**src/rtl/organ_pkg.sv**
```systemverilog
// organ_pkg
// Shared types and constants for the organ sound path.
//   state_e       : auto-play sequencer states
//   ROM field map : song ROM word layout (notes, octave, duration, last flag)
//   max_int       : constant helper for width calculations
package organ_pkg;

  typedef enum logic [2:0] {
    ST_IDLE,
    ST_FETCH,
    ST_LOAD,
    ST_PLAY,
    ST_GAP,
    ST_PAUSE,
    ST_DONE
  } state_e;

  localparam int ROM_W    = 18;
  localparam int NOTE_LSB = 0;
  localparam int NOTE_W   = 8;
  localparam int OCT_LSB  = 8;
  localparam int OCT_W    = 2;
  localparam int DUR_LSB  = 10;
  localparam int DUR_W    = 7;
  localparam int LAST_BIT = 17;

  function automatic int max_int(input int a, input int b);
    return (a > b) ? a : b;
  endfunction

endpackage

```
**src/rtl/play_scheduler_tick_prescaler.sv**
```systemverilog
// tick_prescaler
// Divides the system clock down to a 1 ms tick.
//   i_clk     : system clock
//   i_rst     : asynchronous active-high reset
//   i_clr     : restart the millisecond phase from zero
//   i_en      : count this cycle (phase is held while low)
//   o_ms_tick : one-cycle pulse on the last enabled cycle of each ms
module tick_prescaler #(
  parameter int TICK_CYC = 100_000
) (
  input  logic i_clk,
  input  logic i_rst,
  input  logic i_clr,
  input  logic i_en,
  output logic o_ms_tick
);

  localparam int PW = (TICK_CYC > 1) ? $clog2(TICK_CYC) : 1;

  logic [PW-1:0] r_cnt;
  logic          w_last;

  assign w_last    = (r_cnt == PW'(TICK_CYC - 1));
  assign o_ms_tick = i_en && w_last;

  always_ff @(posedge i_clk or posedge i_rst) begin
    if (i_rst) begin
      r_cnt <= '0;
    end else if (i_clr) begin
      r_cnt <= '0;
    end else if (i_en) begin
      r_cnt <= w_last ? '0 : r_cnt + PW'(1);
    end
  end

endmodule

```
**src/rtl/play_scheduler.sv**
```systemverilog
// play_scheduler
// Shares the note/octave path to the tone generator between live keys and
// song auto-play. Live keys pass through when idle and pre-empt a running
// song, which pauses and later resumes with its remaining time intact.
//   sys_clk, rst_n       : clock, asynchronous active-high reset
//   live_note/live_shift : live key bitmap and octave
//   auto_req/auto_stop   : one-cycle start / abort pulses
//   rom_addr/rom_data    : song ROM port, one-cycle read latency
//   notes/shift          : registered outputs to the tone generator
//   busy/song_done       : song in progress / normal completion pulse
//
// state    | meaning
// IDLE     | live keys pass through, waiting for auto_req
// FETCH    | ROM read in flight
// LOAD     | latch ROM entry, start note timer (dur 0 ends song)
// PLAY     | sounding latched entry, ms down-counter running
// GAP      | silent gap after a note, then next entry or end
// PAUSE    | live keys override, timers frozen, return state saved
// DONE     | one-cycle completion pulse
module play_scheduler
  import organ_pkg::*;
#(
  parameter int TICK_CYC = 100_000,
  parameter int DUR_UNIT = 10,
  parameter int GAP_MS   = 20,
  parameter int ADDR_W   = 6
) (
  input  logic              sys_clk,
  input  logic              rst_n,
  input  logic [7:0]        live_note,
  input  logic [1:0]        live_shift,
  input  logic              auto_req,
  input  logic              auto_stop,
  output logic [ADDR_W-1:0] rom_addr,
  input  logic [ROM_W-1:0]  rom_data,
  output logic [7:0]        notes,
  output logic [1:0]        shift,
  output logic              busy,
  output logic              song_done
);

  localparam int CNT_W = max_int($clog2(127 * DUR_UNIT + 1), $clog2(GAP_MS + 1));

  state_e            r_state, w_state_nxt;
  state_e            r_ret, w_ret_nxt;
  logic [CNT_W-1:0]  r_cnt, w_cnt_nxt;
  logic [ADDR_W-1:0] r_addr, w_addr_nxt;
  logic [7:0]        r_notes, w_notes_nxt;
  logic [1:0]        r_shift, w_shift_nxt;
  logic [7:0]        r_ent_notes;
  logic [1:0]        r_ent_oct;
  logic              r_ent_last;

  logic [DUR_W-1:0]  w_dur;
  logic [CNT_W-1:0]  w_dur_ms;
  logic              w_live, w_cnt_tc, w_ms_tick, w_pre_en, w_pre_clr;

  assign w_dur    = rom_data[DUR_LSB +: DUR_W];
  assign w_dur_ms = CNT_W'(int'(w_dur) * DUR_UNIT);
  assign w_live   = (live_note != '0);
  assign w_cnt_tc = (r_cnt == CNT_W'(1));

  // The prescaler runs in every PLAY/GAP cycle, including the cycle that
  // enters PAUSE, so a pause only removes the cycles actually spent paused.
  assign w_pre_en  = (r_state == ST_PLAY) || (r_state == ST_GAP);
  assign w_pre_clr = (r_state == ST_LOAD);

  tick_prescaler #(.TICK_CYC(TICK_CYC)) u_tick (
    .i_clk    (sys_clk),
    .i_rst    (rst_n),
    .i_clr    (w_pre_clr),
    .i_en     (w_pre_en),
    .o_ms_tick(w_ms_tick)
  );

  always_ff @(posedge sys_clk or posedge rst_n) begin
    if (rst_n) begin
      r_state     <= ST_IDLE;
      r_ret       <= ST_PLAY;
      r_cnt       <= '0;
      r_addr      <= '0;
      r_notes     <= '0;
      r_shift     <= '0;
      r_ent_notes <= '0;
      r_ent_oct   <= '0;
      r_ent_last  <= 1'b0;
    end else begin
      r_state <= w_state_nxt;
      r_ret   <= w_ret_nxt;
      r_cnt   <= w_cnt_nxt;
      r_addr  <= w_addr_nxt;
      r_notes <= w_notes_nxt;
      r_shift <= w_shift_nxt;
      if (r_state == ST_LOAD) begin
        r_ent_notes <= rom_data[NOTE_LSB +: NOTE_W];
        r_ent_oct   <= rom_data[OCT_LSB +: OCT_W];
        r_ent_last  <= rom_data[LAST_BIT];
      end
    end
  end

  always_comb begin
    w_state_nxt = r_state;
    w_ret_nxt   = r_ret;
    w_cnt_nxt   = r_cnt;
    w_addr_nxt  = r_addr;
    w_notes_nxt = r_notes;
    w_shift_nxt = r_shift;
    if (auto_stop && (r_state != ST_IDLE)) begin
      w_state_nxt = ST_IDLE;
      w_notes_nxt = live_note;
      w_shift_nxt = live_shift;
    end else begin
      case (r_state)
        ST_IDLE: begin
          w_notes_nxt = live_note;
          w_shift_nxt = live_shift;
          if (auto_req) begin
            w_state_nxt = ST_FETCH;
            w_addr_nxt  = '0;
            w_notes_nxt = '0;
          end
        end
        ST_FETCH: begin
          w_state_nxt = ST_LOAD;
          w_notes_nxt = '0;
        end
        ST_LOAD: begin
          if (w_dur == '0) begin
            w_state_nxt = ST_DONE;
          end else begin
            w_state_nxt = ST_PLAY;
            w_cnt_nxt   = w_dur_ms;
            w_notes_nxt = rom_data[NOTE_LSB +: NOTE_W];
            w_shift_nxt = rom_data[OCT_LSB +: OCT_W];
          end
        end
        ST_PLAY: begin
          // Note expiry beats a simultaneous key press; the pause then
          // lands in GAP on the following edge.
          if (w_ms_tick && w_cnt_tc) begin
            w_state_nxt = ST_GAP;
            w_cnt_nxt   = CNT_W'(GAP_MS);
            w_notes_nxt = '0;
          end else begin
            if (w_ms_tick) w_cnt_nxt = r_cnt - CNT_W'(1);
            if (w_live) begin
              w_state_nxt = ST_PAUSE;
              w_ret_nxt   = ST_PLAY;
              w_notes_nxt = live_note;
              w_shift_nxt = live_shift;
            end
          end
        end
        ST_GAP: begin
          if (w_ms_tick && w_cnt_tc) begin
            // Address wrap is treated as end of song.
            if (r_ent_last || (r_addr == '1)) begin
              w_state_nxt = ST_DONE;
            end else begin
              w_state_nxt = ST_FETCH;
              w_addr_nxt  = r_addr + ADDR_W'(1);
            end
          end else begin
            if (w_ms_tick) w_cnt_nxt = r_cnt - CNT_W'(1);
            if (w_live) begin
              w_state_nxt = ST_PAUSE;
              w_ret_nxt   = ST_GAP;
              w_notes_nxt = live_note;
              w_shift_nxt = live_shift;
            end
          end
        end
        ST_PAUSE: begin
          if (w_live) begin
            w_notes_nxt = live_note;
            w_shift_nxt = live_shift;
          end else begin
            w_state_nxt = r_ret;
            if (r_ret == ST_PLAY) begin
              w_notes_nxt = r_ent_notes;
              w_shift_nxt = r_ent_oct;
            end else begin
              w_notes_nxt = '0;
            end
          end
        end
        ST_DONE: begin
          w_state_nxt = ST_IDLE;
          w_notes_nxt = live_note;
          w_shift_nxt = live_shift;
        end
        default: w_state_nxt = ST_IDLE;
      endcase
    end
  end

  assign rom_addr  = r_addr;
  assign notes     = r_notes;
  assign shift     = r_shift;
  assign busy      = (r_state != ST_IDLE);
  assign song_done = (r_state == ST_DONE);

endmodule

```
**config.mk**
```make
export PLATFORM = sky130hd
export DESIGN_NAME = play_scheduler
export DESIGN_NICKNAME = d
export VERILOG_FILES = /design/src/rtl/organ_pkg.sv /design/src/rtl/play_scheduler_tick_prescaler.sv /design/src/rtl/play_scheduler.sv
export SDC_FILE = /design/constraint.sdc
export NUM_CORES = 1
export LEC_CHECK = 0
export ABC_AREA = 1
export CAP_MARGIN = 20
export CORE_ASPECT_RATIO = 1.4
export CORE_MARGIN = 3
export CORE_UTILIZATION = 52
export CTS_CLUSTER_SIZE = 14
export DETAILED_ROUTE_END_ITERATION = 16
export GPL_TIMING_DRIVEN = 0
export PLACE_DENSITY = 0.74
export SYNTH_ARGS = -nofsm -noshare
export SYNTH_HDL_FRONTEND = slang
export SYNTH_SLANG_ARGS = --single-unit
```
**constraint.sdc**
```tcl
create_clock -name sys_clk -period 2.3 [get_ports sys_clk]
set_clock_uncertainty 0.05 [all_clocks]
set_input_delay 0.46 -clock sys_clk [delete_from_list [all_inputs] [get_ports sys_clk]]
set_output_delay 0.46 -clock sys_clk [all_outputs]
set_load 0.02 [all_outputs]
```
==> impl_metrics.env <==
export IMPL_clockBufferDepth=2
export IMPL_core_area_um2=8250
export IMPL_die_area_um2=9710
export IMPL_grt_pass1_vias=4512
export IMPL_holdPathStages=2
export IMPL_dr_total_vias=4695
export IMPL_finish_utilization=0.667
export IMPL_grt_busiest_layer="met2"
export IMPL_gr_total_overflow=0
export IMPL_avgSynthCellArea_um2=6.62
export IMPL_drtIter0Drc=322
export IMPL_dr_pass1_iters=4
export IMPL_io_buffers=49
export IMPL_rows=39
export IMPL_crit_arrival_ns=2.35
export IMPL_clockRootBuffer="clkbuf_16"
export IMPL_layout_common_cells="nand2_1, inv_1, dfrtp_1, nand3_1, nor2_1"
export IMPL_fmax_mhz=457
export IMPL_criticalPathCategory="flip-flop to flip-flop"
export IMPL_cts_buffers=9
export IMPL_stdcell_count=845
export IMPL_h_tree_depth=3
export IMPL_gp_congestion=0.870
export IMPL_grt_max_degree=35
export IMPL_ys_seq_area_frac=0.338
export IMPL_routed_via_density=5.56
export IMPL_netlist_area_um2=4450
export IMPL_wl_per_cell_um=15.0
export IMPL_initial_core_util=0.539
export IMPL_synth_cell_types=38
export IMPL_die_w_um=84.2
export IMPL_fin_crit_ns=2.19
export IMPL_ir_drop_v=0.000619
export IMPL_fin_crit_sh=0.950
export IMPL_final_common_cell="nand2_1"
export IMPL_cap_viol_max_count=0
export IMPL_grt_pass1_wl_um=20500
export IMPL_drc=0
export IMPL_wl_um=12600
export IMPL_ant_nets=0
export IMPL_drive_above_1_share=0.0929
export IMPL_use_met2=0.484
export IMPL_synth_area_top_cells="dfrtp_1, nand2_1, nand3_1"
export IMPL_antenna_cells=0
export IMPL_rr_endpoint="rom_addr[2]$_DFFE_PP0P_"
export IMPL_setup_viol=0
export IMPL_antenna_found_initial=0
export IMPL_yosysWarnings=0
export IMPL_synthCells=672
export IMPL_use_met3=0.0477
export IMPL_clkTransAtPathRegs_ns=0.05
export IMPL_dp_hpwl_um=9420
export IMPL_clk_insertion_delay_late_ns=0.33
export IMPL_synth_area_leader_cell="dfrtp_1"
export IMPL_required_ns=2.47
export IMPL_holdPathEnd="r_ret[1]$_DFFE_PP1P_"
export IMPL_crit_fanout=10
export IMPL_synth_nets=719
export IMPL_worst_slew_pin_slew_ns=0.605
export IMPL_track_usage=0.262
export IMPL_power_leakage_nw=2.70
export IMPL_synthFlopType="dfrtp_1"
export IMPL_hold_viol_final=0
export IMPL_relSlewSlack=0.596
export IMPL_worstReg2RegStart="r_cnt[0]$_DFFE_PP0P_"
export IMPL_post_place_cells=824
export IMPL_worstHoldStart="r_ret[1]$_DFFE_PP1P_"
export IMPL_grt_use_met1=0.293
export IMPL_hold_path_class="flip-flop to flip-flop"
export IMPL_synth_seq_cells=60
export IMPL_cp_start_kind="flip-flop"
export IMPL_fin_nets=785
export IMPL_synthToLayoutAreaGrowth_pct=23.6
export IMPL_r2r_cells=13
export IMPL_drv_slew=0
export IMPL_rrSetupSlack_ns=0.11
export IMPL_ios=50
export IMPL_dp_slack_ns=-0.476
export IMPL_synth_edf_count=0
export IMPL_die_h_um=115
export IMPL_cp_end_kind="flip-flop"
export IMPL_p_per_area_nw_per_um2=1020
export IMPL_setup_ws_ns=0.114
export IMPL_yosysTopAreaCellShare=0.332
export IMPL_tritoncts="built"
export IMPL_status="finished clean"
export IMPL_synth_async_reset_ratio=1.00
export IMPL_clkSinkCount=60
export IMPL_postCtsHoldBufs=0
-- worst max path at each step --
stage,start,endpoint,slack [ns],cells after the start
2_1_floorplan,rom_data[11],r_cnt[10]$_DFFE_PP0P_,0.30,9
3_3_place_gp,rst_n,rom_addr[1]$_DFFE_PP0P_,-0.82,2
3_5_place_dp,live_note[0],notes[1]$_DFFE_PP0P_,-0.48,12
4_1_cts,r_state[0]$_DFFE_PP0P_,song_done,-0.003,4
5_1_grt,r_cnt[3]$_DFFE_PP0P_,rom_addr[3]$_DFFE_PP0P_,-0.04,11
6_report,r_cnt[0]$_DFFE_PP0P_,rom_addr[2]$_DFFE_PP0P_,0.11,13
-- state kept, by name (all words and copies together) (netlist names) --
register      flops
r_state           3
u_tick.r_cnt     17
r_ent_notes       8
rom_addr          6
shift             2
r_ret             2
r_ent_oct         2
notes             8
r_cnt            11
r_ent_last        1
-- cells in the mapped netlist, types with 2 or more instances --
cell,count
a21boi_0,3
a21oi_1,32
a31oi_1,3
buf_2,3
buf_4,2
clkbuf_1,9
dfrtp_1,59
ha_1,14
inv_1,79
inv_2,5
nand2_1,217
nand2_2,2
nand3_1,60
nand3_2,2
nand4_1,6
nor2_1,56
nor2_2,3
nor2_4,2
nor3_1,13
o211ai_1,8
o21a_1,8
o21ai_0,46
o21ai_1,2
o21ai_2,4
o22ai_1,4
or2_2,3
xnor2_1,2
xor2_1,15
-- report_power, final --
| part | leakage, nW | switching (mW) | internal (mW) |
|---|---|---|---|
| clock | 0.135 | 0.485 | 0.750 |
| sequential | 0.779 | 0.288 | 1.41 |
| combinational | 1.79 | 1.70 | 0.958 |
-- routing by layer --
metal	up-vias	part of all wire
met5	-	0
met4	0	0.028
met3	28	0.043
met2	147	0.53
met1	2204	0.40
li1	2316	-
-- kinds of logic (layout without fill, tap and decap cells) --
| kind of cell | count (synthesis) | in the layout | share of synthesized area |
|---|---|---|---|
| buffers and inverters | 100 | 171 | 0.0886 |
| AND/OR/NAND/NOR | 367 | 367 | 0.350 |
| XOR/XNOR | 17 | 17 | 0.0335 |
| flip-flops | 60 | 60 | 0.338 |
| adder cells (fa/ha/maj) | 15 | 15 | 0.0439 |
| AO/OA/AOI/OAI | 113 | 113 | 0.146 |
-- critical path, cell delays in order, from the launching register on --
cell     delay (ns)
dfrtp_1        0.46
ha_2           0.22
inv_1          0.04
nor2_1         0.09
nand3_1        0.12
nor2_4         0.18
nand4_4        0.18
nor2_4         0.16
nand2_1        0.08
nand2_1        0.10
nand2_1        0.09
buf_6          0.16
nand2_1        0.07
o21ai_2        0.05
-- cell type report --
| class | instances | area, um2 |
|---|---|---|
| buffer | 15 | 92.6 |
| clock buffer | 11 | 243 |
| clock inverter | 5 | 27.5 |
| fill | 748 | 2750 |
| inverter | 85 | 322 |
| multi-input combinational | 512 | 2630 |
| sequential | 60 | 1500 |
| tap | 102 | 128 |
| timing repair buffer | 55 | 554 |
-- timing repair --
| item | CTS | global route |
|---|---|---|
| buffers inserted | 1 | 4 |
| endpoints found under the setup margin | 9 | 31 |
| gates cloned | 0 | 0 |
| pin swaps | 1 | 4 |
| gates resized for setup | 6 | 32 |
-- per-stage QoR --
stage	power [mW]	hold slack, ns	TNS (ns)	cell area (um2)
after floorplan	3.44	0.384	0	4450
after global placement	4.20	0.406	-52.91	5060
after detailed placement	4.26	0.418	-5.01	5080
after CTS	5.51	0.430	-0.00282	5380
after global routing	6.01	0.444	-0.141	5500
final	5.59	0.425	0	5500
(Power assumes the default switching activity.)
==> variant 1: new RTL, same flow settings <==
Reset style: synchronous (`i_rst` and `rst_n`), changed in 2 clocked blocks. Comments in the files are not updated.
--- a/src/rtl/play_scheduler_tick_prescaler.sv
+++ b/src/rtl/play_scheduler_tick_prescaler.sv
@@ -25,3 +25,3 @@
 
-  always_ff @(posedge i_clk or posedge i_rst) begin
+  always_ff @(posedge i_clk) begin
     if (i_rst) begin
--- a/src/rtl/play_scheduler.sv
+++ b/src/rtl/play_scheduler.sv
@@ -75,3 +75,3 @@
 
-  always_ff @(posedge sys_clk or posedge rst_n) begin
+  always_ff @(posedge sys_clk) begin
     if (rst_n) begin
Function: differs if rst_n is asserted again (counterexample within 4 cycles, from zero or initial values and one cycle with rst_n high); with rst_n held inactive, the same outputs for 10 cycles.
==> variant 1 against the unedited design <==
  * First-iteration DRC count shrank 25%
  * Routed wire length decreased by 4.0%
  * Highest routed layer unchanged
  * Via count decreased by 1.6%
  * Final area fell by 2.2%
  * Area after synthesis fell by 0.98%
  * Sequential cell count is the same
  * Non-clock buffer count decreased by 3
  * Setup slack worse by 0.046 ns
  * Fmax decreased by 2.1%
Power is not compared: it rests on default switching activity, and its combinational part moved more than twofold at a synthesized area within 25%.
==> variant 1: results (changes against the unedited design) <==
placed_design:
  place_ws_ns: -0.455  # +0.0209 ns
  dp_cells: 819  # -0.61%
  globalplace.congestion: 0.920  # +5.7%
  place_area_sq_um: 5020  # -1.3%
setup_path:
  cp_top_family: "buffers and inverters"
  cp_slowest_stage_delay_ns: 0.64  # +0.18 ns
  rrSetupSlack_ns: 0.18  # +0.07 ns
  crit_slowest_cell: "clkdlybuf4s50_1"
  cp_max_fo: 8  # -2
  r2r-end: "notes[5]"
  r2r_start: "u_tick.r_cnt[0]"
routing:
  initialDrtViolationCount: 241  # -25%
  totalWireLength_um: 12100  # -4.0%
  viasPerCell: 5.53  # -0.42%
  wl_met2_um: 6330  # -5.9%
  wire_per_inst_um: 14.5  # -2.9%
  wl_met3_um: 564  # +3.9%
  drt-met1-wl_um: 4790  # -4.5%
final_layout:
  multi_input_area_sq_um: 2870  # +9.1%
  final_nets: 775  # -1.3%
  fillerInstances: 740  # -1.1%
  final_layout_size_suffix_gt1_share_pct: 11.7  # +2.4 points
grt:
  grt_pass1_wl_um: 20500  # -0.20%
  grt_max_degree: 11  # -69%
  grt_usage_pct: 26.2  # about the same
  grt_util_met2_pct: 48.4  # +0.067 points
  met1_usage_pct: 27.9  # -1.3 points
sta:
  hold_ws_ns: 0.400  # -0.0251 ns
  worstMarginPinSlew_ns: 0.645  # +0.0397 ns
  fin_crit_ns: 2.23  # +0.0463 ns
synth:
  postSynthAreaPerCell_sq_um: 6.59  # -0.39%
  synthFlopType: "dfxtp_1"
  synth_area_leaders: "dfxtp_1 27%, nand2_1 13%, nor2_1 8.6%, a21oi_1 6.9%, inv_1 4.8%"
  async_reset_ff_share_pct: 0  # -100 points
  synthesis.nets: 715  # -0.56%
  yosysSeqAreaShare_pct: 27.3  # -6.5 points
  synth_commonest_cells: "151 x nand2_1, 101 x nor2_1, 61 x a21oi_1"
  ys_types: 50  # +32%
outcome:
  status: "finished, final reports clean"
min_path:
  hold_path_startpoint: "r_ent_oct[0]"
  hold_end: "r_ent_oct[0]"
clock_network:
  cts_setup_buffers: 0  # -1
variant 1: cell types whose count changed after synthesis, sizes merged, moves of 7 or more:
cell   unedited run  this run
nand4             7        17
a21oi            32        61
inv              84        66
a21o              0         8
dfrtp            59         0
buf               6        13
nand3            62        45
nor2             61       111
o21ai            52        41
nand2           219       165
dfxtp             0        60
variant 1: what timing repair did:
| item | CTS | global route |
|---|---|---|
| endpoints found under the setup margin | 4 | 11 |
| resized for setup | 6 | 17 |
| endpoints found under the hold margin | 0 | 0 |
variant 1: report_power, final:
part / internal [uW] / total (uW) / switching [uW]
registers: 1140 / 1220 / 83.6
clock network: 898 / 1380 / 485
logic: 449 / 1110 / 662
variant 1: cell type report:
class,instances,share of cell area [%]
clock buffers,13,4.84
clock inverters,3,0.838
flip-flops and latches,60,22.4
inverters,67,4.77
well taps,102,2.37
plain buffers,18,2.16
multi-input cells,523,53.3
repair buffers,49,9.31
variant 1: worst max path at each step:
stage	start	endpoint	cells after the start
2_1_floorplan	rom_data[11]	r_cnt[10]	10
3_3_place_gp	rom_data[11]	r_cnt[10]	11
3_5_place_dp	rom_data[11]	r_cnt[10]	11
4_1_cts	r_state[0]	busy	4
5_1_grt	rom_data[11]	r_cnt[10]	11
6_report	r_state[0]	busy	4
variant 1: cell families (layout without fill, tap and decap cells):
kind of cell | count (synthesis) | after routing | synth area share (%)
fa+ha+maj | 15 | 15 | 4.43
flops | 60 | 60 | 27.3
xor+xnor | 14 | 14 | 2.78
simple gates | 364 | 364 | 40.5
buf+inv | 85 | 150 | 8.44
compound gates | 130 | 130 | 16.6
variant 1: worst min-delay path, stage by stage (launching register included):
cell and delay (ns):
dfxtp_1 0.29, inv_1 0.05, a21oi_1 0.05
==> variant 2: new RTL, same flow settings <==
Made on the original files. The package constant `OCT_LSB` goes from 8 to 9.
--- a/src/rtl/organ_pkg.sv
+++ b/src/rtl/organ_pkg.sv
@@ -20,3 +20,3 @@
   localparam int NOTE_W   = 8;
-  localparam int OCT_LSB  = 8;
+  localparam int OCT_LSB  = 9;
   localparam int OCT_W    = 2;
Behaviour: not the same (a bounded check fails within 4 cycles, from zero or initial values and one cycle with rst_n high).
==> variant 2 against the unedited design <==
  * Final area grew 4.1%
  * Setup slack worse by 0.084 ns
  * Area after synthesis grew 5.8%
  * Via count rose by 2.8%
  * Critical path depth fell by 3
  * Power grew 13%
  * Fmax decreased by 3.7%
  * Routed wire length rose by 3.0%
  * Core utilization fell by 0.93 points
  * Sequential cell count unchanged
  * Final cell count up 2.0%
  * Critical endpoint is now r_cnt[10]
==> variant 2: results (changes against the unedited design) <==
outcome:
  status: "finished, final reports clean"
grt:
  met1_usage_pct: 30.2  # +0.92 points
  use_met3_pct: 5.23  # +0.46 points
  grt_pass1_vias: 4744  # +5.1%
  grt_usage_pct: 26.0  # -0.20 points
  grt_pass1_wl_um: 21500  # +4.6%
  grt_util_met2_pct: 45.5  # -2.9 points
routing:
  initialDrtViolationCount: 305  # -5.3%
  viasPerCell: 5.60  # +0.76%
  drt-met1-wl_um: 5120  # +2.1%
  firstDrtPassIters: 5  # +1
  wl_met2_um: 6780  # +0.71%
  wl_met3_um: 722  # +33%
  wire_per_inst_um: 15.1  # +0.97%
power_and_ir_drop:
  switchingPower_uw: 2740  # +11%
  clock_power_uw: 1560  # +27%
  vdd_drop_max_uv: 702  # +13%
  leakage_uw: 0.00277  # +2.5%
  finalPower_uw: 6330  # +13%
  p_comb_uw: 3060  # +15%
final_layout:
  final_nets: 799  # +1.8%
  fin_cells: 862  # +2.0%
  fillerInstances: 826  # +10%
placed_design:
  dp.final_hpwl_um: 9520  # +1.0%
  dp_cells: 845  # +2.5%
  place_ws_ns: -0.412  # +0.0642 ns
  globalplace.congestion: 0.921  # +5.8%
  place_area_sq_um: 5340  # +4.9%
setup_path:
  rrSetupSlack_ns: 0.18  # +0.07 ns
  crit_path_start: "rom_data[11]"
  cp_max_fo: 3  # -7
  cp_slowest_stage_delay_ns: 0.44  # -0.02 ns
  cp_top_family: "adder cells"
  critPathArrivalTime_ns: 2.44  # +0.09 ns
  r2r_start: "r_state[2]"
synth:
  synth_area_leaders: "dfrtp_1 31%, nand2_1 18%, inv_1 5.9%, nand3_1 5.9%, nor2_1 4.9%"
  synth_commonest_cells: "222 x nand2_1, 74 x inv_1, 61 x nor2_1"
  yosysSeqAreaShare_pct: 31.9  # -1.9 points
  synthesis.nets: 738  # +2.6%
  ys_types: 49  # +29%
clock_network:
  post_cts_resized: 5  # -1
  cts_setup_buffers: 2  # +1
sta:
  hold_ws_ns: 0.415  # -0.00999 ns
  slew-limit-headroom_pct: 59.7  # +0.11 points
min_path:
  hold_path_startpoint: "shift[0]"
## variant 2: kinds of logic (layout without fill, tap and decap cells)
family	count (synthesis)	in the layout	share of synthesized area, %
AO/OA/AOI/OAI	102	102	12.6
XOR/XNOR	17	17	3.17
adder cells (fa/ha/maj)	15	15	4.15
buffers and inverters	103	169	9.79
flip-flops	60	60	31.9
AND/OR/NAND/NOR	394	394	38.3
## variant 2: worst paths after layout
| path | endpoint | cells past startpoint |
|---|---|---|
| worst max register to register | r_ent_last | 7 |
| worst min-delay path | shift[0] | 2 |
| worst min register to register | shift[0] | 2 |
| worst max-delay path | r_cnt[10] | 10 |
| min in group asynchronous | u_tick.r_cnt[2] | 2 |
| max in group asynchronous | notes[3] | 3 |
## variant 2: layout make-up
class,count,area share [%]
plain buffers,18,2.27
clock buffers,13,4.72
clock inverters,3,1.20
inverters,84,5.75
multi-input cells,528,48.4
flip-flops and latches,60,26.3
well taps,105,2.30
repair buffers,51,9.03
